### config.mk
export PLATFORM = sky130hd
export DESIGN_NAME = register_file
export DESIGN_NICKNAME = d
export VERILOG_FILES = /design/src/rtl/register_file_pkg.sv /design/src/rtl/register_file_cell.sv /design/src/rtl/register_file.sv
export SDC_FILE = /design/constraint.sdc
export NUM_CORES = 1
export LEC_CHECK = 0
export ABC_AREA = 1
export BUFFER_PORTS_ARGS = -buffer_cell sky130_fd_sc_hd__buf_2
export CORE_MARGIN = 1
export CORE_UTILIZATION = 30
export CTS_CLUSTER_DIAMETER = 120
export DETAILED_ROUTE_END_ITERATION = 16
export GPL_TIMING_DRIVEN = 0
export HOLD_SLACK_MARGIN = 0.03
export PLACE_DENSITY = 0.58
export SLEW_MARGIN = 20
export SYNTH_ARGS = -nofsm -noshare
export SYNTH_HDL_FRONTEND = slang
export SYNTH_HIERARCHICAL = 1
export SYNTH_SLANG_ARGS = --single-unit
### constraint.sdc
create_clock -name clk -period 2.8 [get_ports clk]
set_input_delay 0.42 -clock clk [delete_from_list [all_inputs] [get_ports clk]]
set_output_delay 0.42 -clock clk [all_outputs]
set_load 0.005 [all_outputs]
### src/rtl/register_file_pkg.sv
// Shared definitions for the register file: default geometry and clear-FSM encodings.
package register_file_pkg;

  localparam int WIDTH_DEF  = 8;
  localparam int ADDR_W_DEF = 3;

  typedef enum logic {
    ST_IDLE  = 1'b0,
    ST_CLEAR = 1'b1
  } rf_state_e;

endpackage

### src/rtl/register_file_cell.sv
// One storage word: async reset, synchronous clear with priority over load.
module register_cell
  import register_file_pkg::*;
#(
  parameter int WIDTH = WIDTH_DEF
) (
  input  logic             clk,
  input  logic             rst,
  input  logic             ld,
  input  logic             clr,
  input  logic [WIDTH-1:0] d,
  output logic [WIDTH-1:0] q
);

  logic [WIDTH-1:0] q_d;
  logic [WIDTH-1:0] q_q;

  always_comb begin
    q_d = q_q;
    if (clr) begin
      q_d = '0;
    end else if (ld) begin
      q_d = d;
    end
  end

  always_ff @(posedge clk or posedge rst) begin
    if (rst) begin
      q_q <= '0;
    end else begin
      q_q <= q_d;
    end
  end

  assign q = q_q;

endmodule

### src/rtl/register_file.sv
// Two-read/one-write register file with hardwired zero register and a sequenced clear.
//   state    | meaning
//   ST_IDLE  | normal operation, writes accepted, clr starts a clear
//   ST_CLEAR | zeroing register cnt_q each edge (1..DEPTH-1), writes and clr ignored
module register_file
  import register_file_pkg::*;
#(
  parameter int WIDTH  = WIDTH_DEF,
  parameter int ADDR_W = ADDR_W_DEF
) (
  input  logic              clk,
  input  logic              rst,
  input  logic              we,
  input  logic [ADDR_W-1:0] waddr,
  input  logic [WIDTH-1:0]  wdata,
  input  logic [ADDR_W-1:0] raddr_a,
  input  logic [ADDR_W-1:0] raddr_b,
  input  logic              clr,
  output logic [WIDTH-1:0]  rdata_a,
  output logic [WIDTH-1:0]  rdata_b,
  output logic              busy
);

  localparam int                DEPTH    = 1 << ADDR_W;
  localparam logic [ADDR_W-1:0] CNT_LAST = ADDR_W'(DEPTH - 1);

  rf_state_e         state_q, state_d;
  logic [ADDR_W-1:0] cnt_q, cnt_d;
  logic [WIDTH-1:0]  rdata_a_q, rdata_a_d;
  logic [WIDTH-1:0]  rdata_b_q, rdata_b_d;
  logic              wr_ok;
  logic [WIDTH-1:0]  regs [DEPTH];

  // clr beats a simultaneous write; nothing is written while clearing
  assign wr_ok = we && (waddr != '0) && (state_q == ST_IDLE) && !clr;

  assign regs[0] = '0;

  for (genvar i = 1; i < DEPTH; i++) begin : g_cell
    localparam logic [ADDR_W-1:0] IDX = ADDR_W'(i);
    register_cell #(
      .WIDTH(WIDTH)
    ) u_cell (
      .clk (clk),
      .rst (rst),
      .ld  (wr_ok && (waddr == IDX)),
      .clr ((state_q == ST_CLEAR) && (cnt_q == IDX)),
      .d   (wdata),
      .q   (regs[i])
    );
  end

  always_comb begin
    state_d = state_q;
    cnt_d   = cnt_q;
    case (state_q)
      ST_IDLE: begin
        if (clr) begin
          state_d = ST_CLEAR;
          cnt_d   = ADDR_W'(1);
        end
      end
      ST_CLEAR: begin
        if (cnt_q == CNT_LAST) begin
          state_d = ST_IDLE;
          cnt_d   = '0;
        end else begin
          cnt_d = cnt_q + ADDR_W'(1);
        end
      end
      default: begin
        state_d = ST_IDLE;
        cnt_d   = '0;
      end
    endcase
  end

  // write-through: a port reading the word being written sees the new data
  always_comb begin
    rdata_a_d = regs[raddr_a];
    rdata_b_d = regs[raddr_b];
    if (wr_ok && (raddr_a == waddr)) begin
      rdata_a_d = wdata;
    end
    if (wr_ok && (raddr_b == waddr)) begin
      rdata_b_d = wdata;
    end
  end

  always_ff @(posedge clk or posedge rst) begin
    if (rst) begin
      state_q   <= ST_IDLE;
      cnt_q     <= '0;
      rdata_a_q <= '0;
      rdata_b_q <= '0;
    end else begin
      state_q   <= state_d;
      cnt_q     <= cnt_d;
      rdata_a_q <= rdata_a_d;
      rdata_b_q <= rdata_b_d;
    end
  end

  assign rdata_a = rdata_a_q;
  assign rdata_b = rdata_b_q;
  assign busy    = (state_q == ST_CLEAR);

endmodule

==> impl_metrics.env, run 1 <==
export IMPL_outcome="completed"
export IMPL_finalCritPeriodShare_pct=73.73
export IMPL_finalCriticalPeriod_ps=2065
export IMPL_yosys_area_top_type="dfrtp_1"
export IMPL_yosysTopAreaCellShare_pct=39.84
export IMPL_hold_path_class="in2async"
export IMPL_synth_compound_area_share_pct=0.3408
export IMPL_overflow=0
export IMPL_synthMuxAreaShare_pct=0
export IMPL_synthToLayoutAreaGrowth_pct=16.25
export IMPL_swShare_pct=34.25
export IMPL_start_kind="flop"
export IMPL_postCtsSetupRepairBufs=0
export IMPL_cellPowerDensity_mw_per_mm2=689.9
export IMPL_path_max_fanout=8
export IMPL_internal_power_mw=2.517
export IMPL_n_antenna_cell=0
export IMPL_regArea_mm2=0.001902
export IMPL_slew_violations=0
export IMPL_core_mm2=0.01537
export IMPL_dpl_worst_slack_ps=733.3
export IMPL_cap_violations=0
export IMPL_rsz0062_at_grt="no"
export IMPL_yosysSeqAreaShare_pct=39.84
export IMPL_required_ps=3020
export IMPL_synth_cells=694
export IMPL_totalWireLength_mm=14.90
export IMPL_setup_viol=0
export IMPL_yosysWarnings=6
export IMPL_synth_distinct_cells=23
export IMPL_synth_simple_area_share_pct=47.71
export IMPL_tritoncts="done"
export IMPL_grt_usage_pct=19.20
export IMPL_first_pass_iters=9
export IMPL_ctsResizeCount=0
export IMPL_grt_pass1_vias=4207
export IMPL_pin_count=38
export IMPL_critPathKind="reg2reg"
export IMPL_synth_most_common_cell="nand2_1"
export IMPL_wl_per_cell_um=15.65
export IMPL_start_util_pct=31.05
export IMPL_reg2reg_to="g_cell[1].u_cell/q[4]"
export IMPL_worstRegToRegCells=5
export IMPL_clock_root_buffer="clkbuf_16"
export IMPL_cts_sinks=76
export IMPL_synth_top_family_by_area="simple AND/OR/NAND/NOR gates"
export IMPL_rrSetupSlack_ps=740
export IMPL_rows=45
export IMPL_relSlewSlack_pct=29.26
export IMPL_insertion_delay_ps=340
export IMPL_ys_ff_latch=76
export IMPL_combPwrFrac_pct=28.1
export IMPL_ys_top_cells_by_count="nand2_1 (336), nand3_1 (122), dfrtp_1 (76)"
export IMPL_grt_pass1_wl_mm=23.41
export IMPL_synth_xor_area_share_pct=0.6815
export IMPL_ys_top_cells_by_area="dfrtp_1 (40%), nand2_1 (26%), nand3_1 (13%), inv_1 (5.1%), nor2_8 (3.8%)"
export IMPL_syn_nets=721
export IMPL_p_switching_mw=1.311
export IMPL_vias=4511
export IMPL_worstPathArrival_ps=2290
export IMPL_clock_fmax_ghz=0.4844
export IMPL_cts_made_buffers=9
export IMPL_worstMarginPinSlew_ps=1053
export IMPL_setup_ws_ps=735.5
export IMPL_viasPerCell=4.738
export IMPL_yosys_area_share_adder_pct=1.573
export IMPL_synth_flop_cell="dfrtp_1"
export IMPL_fin_tns_setup_ps=0
export IMPL_grt_antenna_before_repair=0
export IMPL_worst_path_max_delay_cell="nor3_1"
export IMPL_path_clk_slew_ps=60
export IMPL_seq_power_share_pct=36.4
export IMPL_nFillCells=1678
export IMPL_portBuffers=31
export IMPL_hold_viol_final=0
export IMPL_slowest_delay_ps=870
export IMPL_die_x_um=128.1
export IMPL_worst_clock_skew_ps=8.555
export IMPL_clock_path_buffers=2
export IMPL_nets=763
export IMPL_clock_power_share_pct=35.5
export IMPL_antenna_left=0
export IMPL_p_leak_nw=3.104
export IMPL_drt_iter0_markers=430
export IMPL_worstPathCellList="inv_1 > nor3_1 > inv_2 > nand3_1 > nand2_1"
export IMPL_place_congestion=0.9272
export IMPL_peakVddDrop_mv=0.4425
export IMPL_drc_errors=0
export IMPL_final_core_util_pct=36.10
export IMPL_die_area_mm2=0.01642
export IMPL_async_reset_ff_share_pct=100.0
export IMPL_multiInputGateArea_mm2=0.002406
export IMPL_grt_max_degree=21
export IMPL_synth_edf_count=0
export IMPL_avgSynthCellArea_um2=6.878
export IMPL_die_h_um=128.1
export IMPL_syn_area_mm2=0.004773
export IMPL_dp_hpwl_mm=10.72
export IMPL_htreeDepth=3
export IMPL_end_kind="flop"
export IMPL_r2r_start="busy"
export IMPL_postCtsHoldBufs=0
export IMPL_layout_drive_gt1_share_pct=14.84
-- sequential cells by signal, summed over array words and instances, names as in the netlist --
name and cells:
rdata_a 8, busy 1, g_cell.u_cell/q 56, cnt_q 3, rdata_b 8
-- worst max path at each step --
| stage | start | end | slack, ps | cells past startpoint |
|---|---|---|---|---|
| floorplan | cnt_q[0] | g_cell[6].u_cell/q[0] | 1170 | 7 |
| global placement | cnt_q[0] | g_cell[2].u_cell/q[1] | 590 | 7 |
| detailed placement | busy | g_cell[1].u_cell/q[4] | 730 | 5 |
| CTS | busy | g_cell[1].u_cell/q[4] | 730 | 5 |
| global route | busy | g_cell[1].u_cell/q[4] | 510 | 5 |
| finish | busy | g_cell[1].u_cell/q[4] | 740 | 5 |
-- cells in the final DEF (no fill, tap or decap), types with 2 or more instances in the layout --
master,count
clkbuf_16,9
nand3_2,2
nand2_1,336
nand3_1,122
bufinv_16,3
clkbuf_8,2
nand2_2,4
xnor2_2,2
nor2_8,9
nand4_1,8
nor3_2,2
inv_1,65
nor3_1,3
inv_2,15
nor2_1,11
buf_6,8
nor2_2,3
ha_1,6
buf_2,47
dfrtp_1,76
-- metrics by stage --
step	area (um2)	std cells	hold WS (ps)	power (mW)
after global placement	5192	936	455.3	2.469
final	5549	952	163.1	3.828
after CTS	5549	952	171.9	3.843
after floorplan	4773	694	235.7	2.131
after detailed placement	5197	936	462.7	2.481
after global routing	5549	952	187.9	4.059
-- cell type report --
type                       instances  area share, %
timing repair buffer              31          2.796
multi-input combinational        514          43.36
inverter                          80          5.412
tap                              211          4.758
sequential                        76          34.27
buffer                            24          3.067
clock inverter                     4          1.714
clock buffer                      12          4.622
-- critical path, delay by kind of cell, from the launching register on --
| family | cells | cell delay (ps) |
|---|---|---|
| AND/OR/NAND/NOR | 3 | 1060 |
| flip-flops | 1 | 500 |
| buffers and inverters | 2 | 380 |
-- power by group through the flow --
stage | logic, mW | registers [mW] | clock network, mW
after floorplan | 0.766 | 1.37 | 0
final | 1.08 | 1.39 | 1.36
after detailed placement | 1.07 | 1.41 | 0
after global routing | 1.22 | 1.41 | 1.43
after CTS | 1.08 | 1.39 | 1.38
after global placement | 1.06 | 1.41 | 0
-- layer usage --
layer | global-route usage, % | routed length, um
met1 | 28.26 | 6969
met3 | 4.090 | 1148
met2 | 28.36 | 6546
met5 | 0 | 0
met4 | 4.775 | 232
-- cell families (layout without fill, tap and decap cells) --
logic type / after synthesis / after routing
XOR/XNOR: 2 / 2
flip-flops: 76 / 76
adder cells (fa/ha/maj): 6 / 6
AND/OR/NAND/NOR: 503 / 503
AO/OA/AOI/OAI: 3 / 3
buffers and inverters: 104 / 151
No activity file was read; power rests on OpenSTA's default activity.
==> run 2, diff against run 1 <==
- ABC_AREA: 1 -> 0
- PLACE_DENSITY: 0.58 -> 0.59
- clock period: 2.8 -> 1.7 ns (I/O delays scaled with it)
==> run 2 against run 1 <==
Against the previous run: global-route usage decreased by 1.6 points; critical path depth fell by 1; die area fell by 8.4%; clock skew shrank 1.7 ps; register-to-register slack got worse by 730 ps; wire length shrank 18%; total power grew 60%; design area is 7.9% lower; critical endpoint is now rdata_b[3].
==> impl_metrics.env, run 2 <==
export IMPL_drc_errors=0
export IMPL_synth_cells=387
export IMPL_wl_per_cell_um=19.73
export IMPL_rsz0062_at_grt="no"
export IMPL_antenna_left=0
export IMPL_grt_usage_pct=17.58
export IMPL_path_max_fanout=3
export IMPL_clock_root_buffer="clkbuf_16"
export IMPL_synth_most_common_cell="dfrtp_1"
export IMPL_grt_max_degree=21
export IMPL_yosysTopAreaCellShare_pct=43.58
export IMPL_worst_clock_skew_ps=6.904
export IMPL_avgSynthCellArea_um2=11.28
export IMPL_async_reset_ff_share_pct=100.0
export IMPL_internal_power_mw=4.137
export IMPL_path_clk_slew_ps=60
export IMPL_peakVddDrop_mv=0.5049
export IMPL_cts_sinks=76
export IMPL_clock_power_share_pct=31.7
export IMPL_yosys_area_top_type="dfrtp_1"
export IMPL_tritoncts="done"
export IMPL_start_kind="flop"
export IMPL_synth_distinct_cells=32
export IMPL_layout_drive_gt1_share_pct=28.08
export IMPL_clock_fmax_ghz=0.5915
export IMPL_swShare_pct=32.28
export IMPL_layout_common_cells="dfrtp_1 (75), mux2i_1 (72), nor2_1 (69)"
export IMPL_portBuffers=33
export IMPL_grt_pass1_vias=3296
export IMPL_critPathKind="reg2reg"
export IMPL_setup_viol=0
export IMPL_syn_area_mm2=0.004364
export IMPL_end_kind="flop"
export IMPL_die_h_um=122.6
export IMPL_synth_flop_cell="dfrtp_1"
export IMPL_pin_count=38
export IMPL_largest_reg_flops=56
export IMPL_cap_violations=0
export IMPL_combPwrFrac_pct=25.5
export IMPL_seq_power_share_pct=42.8
export IMPL_syn_nets=414
export IMPL_clock_path_buffers=2
export IMPL_overflow=0
export IMPL_hold_viol_final=0
export IMPL_cts_made_buffers=9
export IMPL_outcome="completed"
export IMPL_worstMarginPinSlew_ps=840.9
export IMPL_mostFrequentLayoutCell="dfrtp_1"
export IMPL_rows=43
export IMPL_dp_hpwl_mm=8.886
export IMPL_dpl_worst_slack_ps=-140.8
export IMPL_first_pass_iters=5
export IMPL_synthToLayoutAreaGrowth_pct=17.12
export IMPL_slew_violations=0
export IMPL_yosysWarnings=6
export IMPL_n_antenna_cell=0
export IMPL_vias=3189
export IMPL_die_x_um=122.6
export IMPL_totalWireLength_mm=12.19
export IMPL_hold_path_class="in2reg"
export IMPL_nets=460
export IMPL_p_leak_nw=2.422
export IMPL_fin_tns_setup_ps=0
export IMPL_insertion_delay_ps=340
export IMPL_die_area_mm2=0.01503
export IMPL_core_mm2=0.01404
export IMPL_required_ps=1920
export IMPL_p_switching_mw=1.972
export IMPL_htreeDepth=3
export IMPL_place_congestion=0.8786
export IMPL_rrSetupSlack_ps=9
export IMPL_ys_top_cells_by_area="dfrtp_1 (44%), mux2i_1 (17%), mux2_2 (7.7%), nor2_1 (6.1%), a221oi_1 (3.8%)"
export IMPL_synth_edf_count=0
export IMPL_finalCritPeriodShare_pct=99.44
export IMPL_start_util_pct=31.08
export IMPL_ys_ff_latch=76
export IMPL_design_power_total_mw=6.109
export IMPL_yosysSeqAreaShare_pct=43.58
export IMPL_grt_pass1_wl_mm=19.00
export IMPL_cellPowerDensity_mw_per_mm2=1195
export IMPL_grt_antenna_before_repair=0
export IMPL_finalCriticalPeriod_ps=1691
export IMPL_viasPerCell=5.160
export IMPL_ys_top_cells_by_count="dfrtp_1 (76), mux2i_1 (72), nor2_1 (71)"
export IMPL_setup_ws_ps=9.482
export IMPL_worstPathArrival_ps=1910
export IMPL_hold_ws_ps=176.7
export IMPL_drt_iter0_markers=299
export IMPL_relSlewSlack_pct=43.88
[run 2: cell types whose count changed in the layout (fill, tap and decap cells not counted), moves of 30 or more]
cell,change
mux2i_1,+72
mux2_2,+30
nor2_1,+58
nand3_1,-121
nand2_1,-331
inv_1,-51
[run 2: power groups by stage]
stage	clock network, mW	registers (mW)	logic [mW]
final	1.93	2.61	1.56
after global routing	2.05	2.67	1.74
after CTS	1.97	2.60	1.54
after detailed placement	0	2.62	1.53
after global placement	0	2.59	1.49
after floorplan	0	2.49	1.09
[run 2: cells by family (layout without fill, tap and decap cells)]
kind of cell	count (synthesis)	in the layout	synth area share, %
AOI/OAI and AO/OA	38	38	7.397
xor gates and xnor gates	6	6	1.376
adders and majority gates	6	6	1.720
buffers and inverters	45	96	6.336
DFF	76	76	43.58
muxes	120	120	29.50
and+or+nand+nor	96	96	10.09
[run 2: per-stage QoR]
stage | cells | utilization [%] | area (um2)
floorplan | 387 | - | 4364
global placement | 600 | 33.86 | 4755
detailed placement | 600 | 33.86 | 4755
CTS | 617 | 36.22 | 5086
global route | 618 | 36.40 | 5111
finish | 618 | 36.40 | 5111
[run 2: area by class of cell]
cell class,instances,area [um2]
well taps,180,225.2
clock inverters,5,50.05
inverters,14,52.55
flip-flops and latches,76,1903
clock buffers,11,252.7
repair buffers,36,190.2
fillers,1362,8931
plain buffers,30,220.2
multi-input cells,266,2217
[run 2: path summary, 6_finish.rpt]
check | start | to | depth (start not counted)
min | clr | cnt_q[1] | 2
min in group asynchronous | rst | g_cell[1].u_cell/q[7] | 3
min reg2reg | cnt_q[0] | cnt_q[0] | 1
max in group asynchronous | rst | busy | 3
max reg2reg | g_cell[1].u_cell/q[3] | rdata_b[3] | 4
max | g_cell[1].u_cell/q[3] | rdata_b[3] | 4
[run 2: critical path, cell delays in order, from the launching register on]
cell and delay [ps]:
dfrtp_1 410, mux2_1 310, a221oi_1 460, a221oi_1 90, mux2_2 310
[run 2: metal layers]
layer | global-route usage [%] | wire, um | vias to the layer above
li1 | - | - | 1453
met1 | 23.26 | 5593 | 1594
met2 | 27.18 | 5454 | 110
met3 | 3.160 | 651 | 32
met4 | 9.375 | 495 | 0
met5 | 0 | 0 | -
[run 2: timing repair]
item / in CTS / in global routing
endpoints found under the hold margin: 56 / 0
buffers inserted: 0 / 2
gates resized for setup: 4 / 3
hold buffers: 1 / 0
setup endpoints to repair: 24 / 34
pin swaps: 0 / 2
